$ cat src/rtl/kyber_pkg.sv
// Shared ML-KEM constants and the ByteDecode12 sequencer types.
// Imported by the key-decode control path and its unpack datapath.
package kyber_pkg;

  localparam int KYBER_N        = 256;
  localparam int KYBER_Q        = 3329;
  localparam int POLYBYTES      = 384;
  localparam int PAIRS_PER_POLY = KYBER_N / 2;

  typedef enum logic [2:0] {
    ST_IDLE,
    ST_FETCH,
    ST_CAPT,
    ST_EMIT,
    ST_DONE
  } dec_state_e;

  typedef struct packed {
    logic [11:0] c0;
    logic [11:0] c1;
  } coef_pair_t;

endpackage

$ cat src/rtl/ek_decode12_ctrl_if.sv
// Byte-buffer read port and coefficient-pair stream of the ByteDecode12 sequencer.
// MODULUS_CHECK_EN adds the coef_err / key_invalid sideband.
interface ek_decode12_ctrl_if #(
  parameter int ADDR_W = 11
);

  logic              byte_rd_en;
  logic [ADDR_W-1:0] byte_addr;
  logic [7:0]        byte_data;

  logic              coef_valid;
  logic              coef_ready;
  logic [11:0]       coef_0;
  logic [11:0]       coef_1;
  logic [1:0]        coef_poly;
  logic [6:0]        coef_idx;

`ifdef MODULUS_CHECK_EN
  logic              coef_err;
  logic              key_invalid;

  modport master (
    output byte_rd_en, byte_addr, coef_valid, coef_0, coef_1, coef_poly, coef_idx,
           coef_err, key_invalid,
    input  byte_data, coef_ready
  );

  modport slave (
    input  byte_rd_en, byte_addr, coef_valid, coef_0, coef_1, coef_poly, coef_idx,
           coef_err, key_invalid,
    output byte_data, coef_ready
  );
`else
  modport master (
    output byte_rd_en, byte_addr, coef_valid, coef_0, coef_1, coef_poly, coef_idx,
    input  byte_data, coef_ready
  );

  modport slave (
    input  byte_rd_en, byte_addr, coef_valid, coef_0, coef_1, coef_poly, coef_idx,
    output byte_data, coef_ready
  );
`endif

endinterface

$ cat src/rtl/bytes3_to_coef12.sv
// Combinational ByteDecode12 unpack: three little-endian bytes -> two 12-bit coefficients.
module bytes3_to_coef12
  import kyber_pkg::*;
(
  input  logic [7:0] b0,
  input  logic [7:0] b1,
  input  logic [7:0] b2,
  output coef_pair_t pair
);

  assign pair.c0 = {b1[3:0], b0};
  assign pair.c1 = {b2, b1[7:4]};

endmodule

$ cat src/rtl/ek_decode12_ctrl.sv
// ByteDecode12 sequencer: reads 384*K key bytes and streams tagged 12-bit coefficient pairs.
// Optional MODULUS_CHECK_EN: flags pairs with a coefficient >= Q and keeps a sticky key_invalid.
module ek_decode12_ctrl
  import kyber_pkg::*;
#(
  parameter int K      = 3,
  parameter int ADDR_W = 11
`ifdef MODULUS_CHECK_EN
  ,
  parameter int Q      = KYBER_Q
`endif
) (
  input  logic                clk,
  input  logic                reset_n,
  input  logic                start,
  input  logic                abort,
  output logic                busy,
  output logic                done,
  ek_decode12_ctrl_if.master  bus
);

  dec_state_e        state_q, state_d;
  logic [1:0]        sub_q;
  logic [ADDR_W-1:0] ptr_q;
  logic [1:0]        poly_q;
  logic [6:0]        idx_q;
  logic [7:0]        b0_q, b1_q;
  coef_pair_t        pair_q, pair_w;

  logic rd_en;
  logic coef_valid;
  logic handshake;
  logic last_pair;

  // Third byte arrives on byte_data during CAPT and goes straight into the pair register.
  bytes3_to_coef12 u_unpack (
    .b0   (b0_q),
    .b1   (b1_q),
    .b2   (bus.byte_data),
    .pair (pair_w)
  );

  assign last_pair = (idx_q == 7'(PAIRS_PER_POLY - 1)) && (poly_q == 2'(K - 1));
  assign handshake = coef_valid && bus.coef_ready;

  always_ff @(posedge clk or negedge reset_n) begin
    if (!reset_n) state_q <= ST_IDLE;
    else          state_q <= state_d;
  end

  always_comb begin
    // NOTE: every output gets a default before the case so no path leaves one unassigned (no latches).
    state_d    = state_q;
    busy       = 1'b0;
    done       = 1'b0;
    rd_en      = 1'b0;
    coef_valid = 1'b0;
    unique case (state_q)
      ST_IDLE: begin
        if (start) state_d = ST_FETCH;
      end
      ST_FETCH: begin
        busy  = 1'b1;
        rd_en = 1'b1;
        if (sub_q == 2'd2) state_d = ST_CAPT;
      end
      ST_CAPT: begin
        busy    = 1'b1;
        state_d = ST_EMIT;
      end
      ST_EMIT: begin
        busy       = 1'b1;
        coef_valid = 1'b1;
        if (handshake) state_d = last_pair ? ST_DONE : ST_FETCH;
      end
      ST_DONE: begin
        done    = 1'b1;
        state_d = ST_IDLE;
      end
      default: state_d = ST_IDLE;
    endcase
    if (abort) state_d = ST_IDLE;
  end

  always_ff @(posedge clk or negedge reset_n) begin
    if (!reset_n) begin
      // NOTE: clocked state is updated with non-blocking assignments so every register sees pre-edge values.
      sub_q  <= 2'd0;
      ptr_q  <= '0;
      poly_q <= 2'd0;
      idx_q  <= 7'd0;
      b0_q   <= 8'd0;
      b1_q   <= 8'd0;
      pair_q <= '0;
    end else if (!abort) begin
      unique case (state_q)
        ST_IDLE: begin
          if (start) begin
            sub_q  <= 2'd0;
            ptr_q  <= '0;
            poly_q <= 2'd0;
            idx_q  <= 7'd0;
          end
        end
        ST_FETCH: begin
          ptr_q <= ptr_q + 1'b1;
          sub_q <= (sub_q == 2'd2) ? 2'd0 : sub_q + 2'd1;
          if (sub_q == 2'd1) b0_q <= bus.byte_data;
          if (sub_q == 2'd2) b1_q <= bus.byte_data;
        end
        ST_CAPT: begin
          pair_q <= pair_w;
        end
        ST_EMIT: begin
          if (handshake && !last_pair) begin
            idx_q <= idx_q + 7'd1;
            if (idx_q == 7'(PAIRS_PER_POLY - 1)) poly_q <= poly_q + 2'd1;
          end
        end
        default: ;
      endcase
    end
  end

  assign bus.byte_rd_en = rd_en;
  assign bus.byte_addr  = rd_en ? ptr_q : '0;
  assign bus.coef_valid = coef_valid;
  assign bus.coef_0     = pair_q.c0;
  assign bus.coef_1     = pair_q.c1;
  assign bus.coef_poly  = poly_q;
  assign bus.coef_idx   = idx_q;

`ifdef MODULUS_CHECK_EN
  localparam logic [11:0] Q12 = 12'(Q);

  logic coef_err;
  logic key_invalid_q;

  assign coef_err = coef_valid && ((pair_q.c0 >= Q12) || (pair_q.c1 >= Q12));

  // Sticky over a whole key; only a freshly accepted start clears it.
  always_ff @(posedge clk or negedge reset_n) begin
    if (!reset_n) begin
      key_invalid_q <= 1'b0;
    end else if (!abort) begin
      if (state_q == ST_IDLE && start) key_invalid_q <= 1'b0;
      else if (handshake && coef_err)  key_invalid_q <= 1'b1;
    end
  end

  assign bus.coef_err    = coef_err;
  assign bus.key_invalid = key_invalid_q;
`endif

endmodule

$ cat src/flat_wrapper.sv
// flat-port wrapper written by rule: the top's interface ports become plain ports
module ek_decode12_ctrl_flat import kyber_pkg::*;
#(
  parameter int K      = 3,
  parameter int ADDR_W = 11

)
  (clk, reset_n, start, abort, busy, done, bus_byte_rd_en, bus_byte_addr, bus_coef_valid, bus_coef_0, bus_coef_1, bus_coef_poly, bus_coef_idx, bus_byte_data, bus_coef_ready);
  ek_decode12_ctrl_if #(.ADDR_W(ADDR_W)) bus_i ();
  input  logic clk;
  input  logic reset_n;
  input  logic start;
  input  logic abort;
  output logic busy;
  output logic done;
  output wire logic [$bits(bus_i.byte_rd_en)-1:0] bus_byte_rd_en;
  output wire logic [$bits(bus_i.byte_addr)-1:0] bus_byte_addr;
  output wire logic [$bits(bus_i.coef_valid)-1:0] bus_coef_valid;
  output wire logic [$bits(bus_i.coef_0)-1:0] bus_coef_0;
  output wire logic [$bits(bus_i.coef_1)-1:0] bus_coef_1;
  output wire logic [$bits(bus_i.coef_poly)-1:0] bus_coef_poly;
  output wire logic [$bits(bus_i.coef_idx)-1:0] bus_coef_idx;
  input wire logic [$bits(bus_i.byte_data)-1:0] bus_byte_data;
  input wire logic [$bits(bus_i.coef_ready)-1:0] bus_coef_ready;
  assign bus_byte_rd_en = bus_i.byte_rd_en;
  assign bus_byte_addr = bus_i.byte_addr;
  assign bus_coef_valid = bus_i.coef_valid;
  assign bus_coef_0 = bus_i.coef_0;
  assign bus_coef_1 = bus_i.coef_1;
  assign bus_coef_poly = bus_i.coef_poly;
  assign bus_coef_idx = bus_i.coef_idx;
  assign bus_i.byte_data = bus_byte_data;
  assign bus_i.coef_ready = bus_coef_ready;
  ek_decode12_ctrl #(.K(K), .ADDR_W(ADDR_W)) u_core (.clk(clk), .reset_n(reset_n), .start(start), .abort(abort), .busy(busy), .done(done), .bus(bus_i));
endmodule
$ cat config.mk
export PLATFORM = sky130hd
export DESIGN_NAME = ek_decode12_ctrl_flat
export DESIGN_NICKNAME = d
export VERILOG_FILES = /design/src/rtl/kyber_pkg.sv /design/src/rtl/ek_decode12_ctrl_if.sv /design/src/rtl/bytes3_to_coef12.sv /design/src/rtl/ek_decode12_ctrl.sv /design/src/flat_wrapper.sv
export SDC_FILE = /design/constraint.sdc
export NUM_CORES = 1
export LEC_CHECK = 0
export CAP_MARGIN = 0
export CORE_UTILIZATION = 38
export DETAILED_ROUTE_END_ITERATION = 16
export MAX_ROUTING_LAYER = met4
export SLEW_MARGIN = 20
export SYNTH_ARGS = -nofsm -noshare
export SYNTH_HDL_FRONTEND = slang
export SYNTH_SLANG_ARGS = --single-unit
$ cat constraint.sdc
create_clock -name clk -period 2.3 [get_ports clk]
set_input_delay 0.46 -clock clk [delete_from_list [all_inputs] [get_ports clk]]
set_output_delay 0.46 -clock clk [all_outputs]
set_load 0.02 [all_outputs]
==> impl_metrics.py <==
metrics = {
    "detailed_routing": {
        "routedWlPerCell_um": 13.6,
        "drt-pass1-iter-count": 4,
        "vias": 2121,
        "postRouteAntennaNets": 0,
        "drt-vias-per-instance": 4.97,
        "drt-total-wl_um": 5820,
        "drtIter0Drc": 94,
        "drc": 0,
    },
    "outcome": {
        "status": "finished clean",
    },
    "finish": {
        "drive_gt1_frac": 0.201,
        "final_core_util": 0.532,
        "area_growth_pct": 32.2,
        "layout_commonest_cell": "dfrtp_1",
        "layout_common_cells": "64 x dfrtp_1, 45 x clkdlybuf4s50_1, 18 x mux2_2",
        "n_antenna_cell": 0,
        "nets": 339,
    },
    "placed_design": {
        "gp_congestion": 0.774,
        "hpwl_um": 4220,
        "io_buffers": 60,
    },
    "global_route": {
        "grt_pass1_wl_um": 9910,
        "grt.overflow.total": 0,
        "grt_max_degree": 33,
        "antenna_found_initial": 0,
        "gr-usage-all-layers": 0.157,
        "grt_pass1_vias": 2060,
    },
    "job": {
        "drv_cap": 0,
    },
    "timing": {
        "fmax_ghz": 0.466,
        "tns_ns": 0,
        "final-hold-violation-count": 0,
        "setup_viol": 0,
        "grt_setup_unrepaired": "false",
        "clock-skew-final_ns": 0.00957,
        "final.min_clock_period_ns": 2.15,
        "max_slew_margin": 0.528,
        "maxSlewViolCount": 0,
        "period_share": 0.933,
        "tightest_slew_ns": 0.708,
    },
    "yosys": {
        "syn_inst": 248,
        "yosys_register_bits": 65,
        "syn_avg_cell_area_um2": 12.0,
        "ys_top_cells_by_area": "dfrtp_1 55%, mux2_2 6.8%, mux2_1 5.7%, mux2_4 4.0%, and2_1 3.4%",
        "yosysWarnings": 0,
        "synth_ff_type": "dfrtp_1",
        "seq_area_frac_synth": 0.546,
        "synth_edf_count": 0,
        "yosysUniqueCellTypes": 39,
        "netlist.area_leader.share": 0.546,
        "synth_top_area_cell": "dfrtp_1",
        "async_flop_share": 1.00,
        "syn_nets": 264,
        "synth_area_um2": 2980,
    },
    "floorplanning": {
        "ios": 61,
        "rows": 31,
        "die-height_um": 90.6,
        "dieArea_um2": 8200,
        "core_area_um2": 7410,
        "die_w_um": 90.6,
        "initial_core_util": 0.402,
    },
    "power": {
        "intPower_uw": 2400,
        "comb_power_share": 0.251,
        "leakage_uw": 0.00186,
        "p_per_area_nw_per_um2": 859,
        "switching_share": 0.292,
        "seqPwrFrac": 0.460,
        "clkPwrFrac": 0.290,
        "p_sw_uw": 988,
        "ir_drop_v": 0.000510,
    },
    "setup_path": {
        "path_max_fanout": 12,
        "start_kind": "flip-flop",
        "required_ns": 1.84,
        "arrival_ns": 1.69,
        "path_class": "flip-flop to primary output",
        "worst_setup_path_end_kind": "primary output",
    },
    "clocking": {
        "cts_sinks": 65,
        "cts_hold_buffers": 0,
        "htreeDepth": 3,
        "cts_tree": "done",
        "clkSlewWorstSetupHoldPaths_ns": 0.08,
        "cts_resized": 14,
        "clock_path_buffers": 2,
        "worstSkewPairLatency_ns": 0.34,
        "ctsRootBufferMaster": "clkbuf_8",
        "post-cts-setup-buffer-count": 0,
        "cts_buffers": 9,
    },
    "hold_path": {
        "hp-class": "primary input to async pin",
    },
}
-- critical path, stage by stage, from the launching register on --
cell and delay [ns]:
dfrtp_1 0.38, buf_4 0.17, nor2_1 0.20, nor2_1 0.07, clkdlybuf4s50_1 0.54
-- area by class of cell --
class	instances	area [um2]
clock buffers	9	124
clock inverters	7	77.6
fillers	657	3470
inverters	6	22.5
multi-input cells	166	1260
flip-flops and latches	65	1630
well taps	99	124
repair buffers	75	707
-- path summary, 6_finish.rpt --
check | startpoint | end | slack, ns | cells past startpoint
worst max-delay path | u_core.state_q[0] | busy | 0.15 | 4
max in group asynchronous | reset_n | u_core.bus.coef_1[3] | 1.50 | 2
worst max register to register | u_core.state_q[2] | u_core.b0_q[1] | 0.52 | 5
worst min register to register | u_core.bus.coef_1[7] | u_core.bus.coef_1[7] | 0.49 | 1
min in group clk | u_core.bus.coef_1[7] | u_core.bus.coef_1[7] | 0.49 | 1
worst min-delay path | reset_n | u_core.bus.coef_idx[1] | 0.16 | 1
-- routing by layer --
layer | wire length [um] | global-route usage | share of wire | vias up
li1 | - | - | - | 1037
met1 | 2810 | 0.207 | 0.48 | 1031
met2 | 2690 | 0.232 | 0.46 | 44
met3 | 201 | 0.0303 | 0.035 | 9
met4 | 116 | 0.0766 | 0.020 | 0
met5 | 0 | - | 0 | -
-- power groups by stage --
stage | sequential (uW) | combinational, uW | clock [uW]
5_1_grt | 1590 | 912 | 1060
3_5_place_dp | 1580 | 864 | 0
3_3_place_gp | 1580 | 849 | 0
2_1_floorplan | 1690 | 349 | 0
4_1_cts | 1560 | 863 | 1010
6_report | 1560 | 849 | 980
-- per-stage QoR --
stage	setup slack, ns	hold WS, ns	cell area, um2	cells	power [uW]
2_1_floorplan	0.522	0.164	2980	248	2040
3_3_place_gp	0.0670	0.470	3750	411	2430
3_5_place_dp	0.0442	0.474	3750	411	2440
4_1_cts	0.0574	0.185	3940	427	3430
5_1_grt	0.0635	0.230	3940	427	3560
6_report	0.153	0.164	3940	427	3390
-- sequential cells by signal (all words and copies together) (netlist names) --
| signal | count |
|---|---|
| u_core.state_q | 3 |
| u_core.ptr_q | 11 |
| u_core.b0_q | 8 |
| u_core.bus.coef_poly | 2 |
| u_core.b1_q | 8 |
| u_core.bus.coef_0 | 12 |
| u_core.bus.coef_idx | 7 |
| u_core.bus.coef_1 | 12 |
| u_core.sub_q | 2 |
-- cells in the mapped netlist, drive strengths merged (2+ instances only) --
library cell  number
a21oi              4
and2              16
and3               2
buf                7
clkbuf             4
dfrtp             65
ha                 3
inv                6
mux2              41
mux2i              2
nand2             16
nand2b             3
nand3             15
nand4              5
nor2              14
nor3               4
nor4               5
o211ai             2
o21ai             12
o31ai              4
or2                3
or3                2
or4                4
xnor2              3
-- logic make-up (layout without fill, tap and decap cells) --
| family | Yosys count | in the layout | share of synthesized area |
|---|---|---|---|
| AND/OR/NAND/NOR | 91 | 91 | 0.176 |
| flip-flops | 65 | 65 | 0.546 |
| multiplexers | 43 | 43 | 0.172 |
| AO/OA/AOI/OAI | 26 | 26 | 0.0529 |
| buffers and inverters | 17 | 97 | 0.0323 |
| adder cells (fa/ha/maj) | 3 | 3 | 0.0126 |
| XOR/XNOR | 3 | 3 | 0.00881 |
No activity file was read; power rests on OpenSTA's default activity.
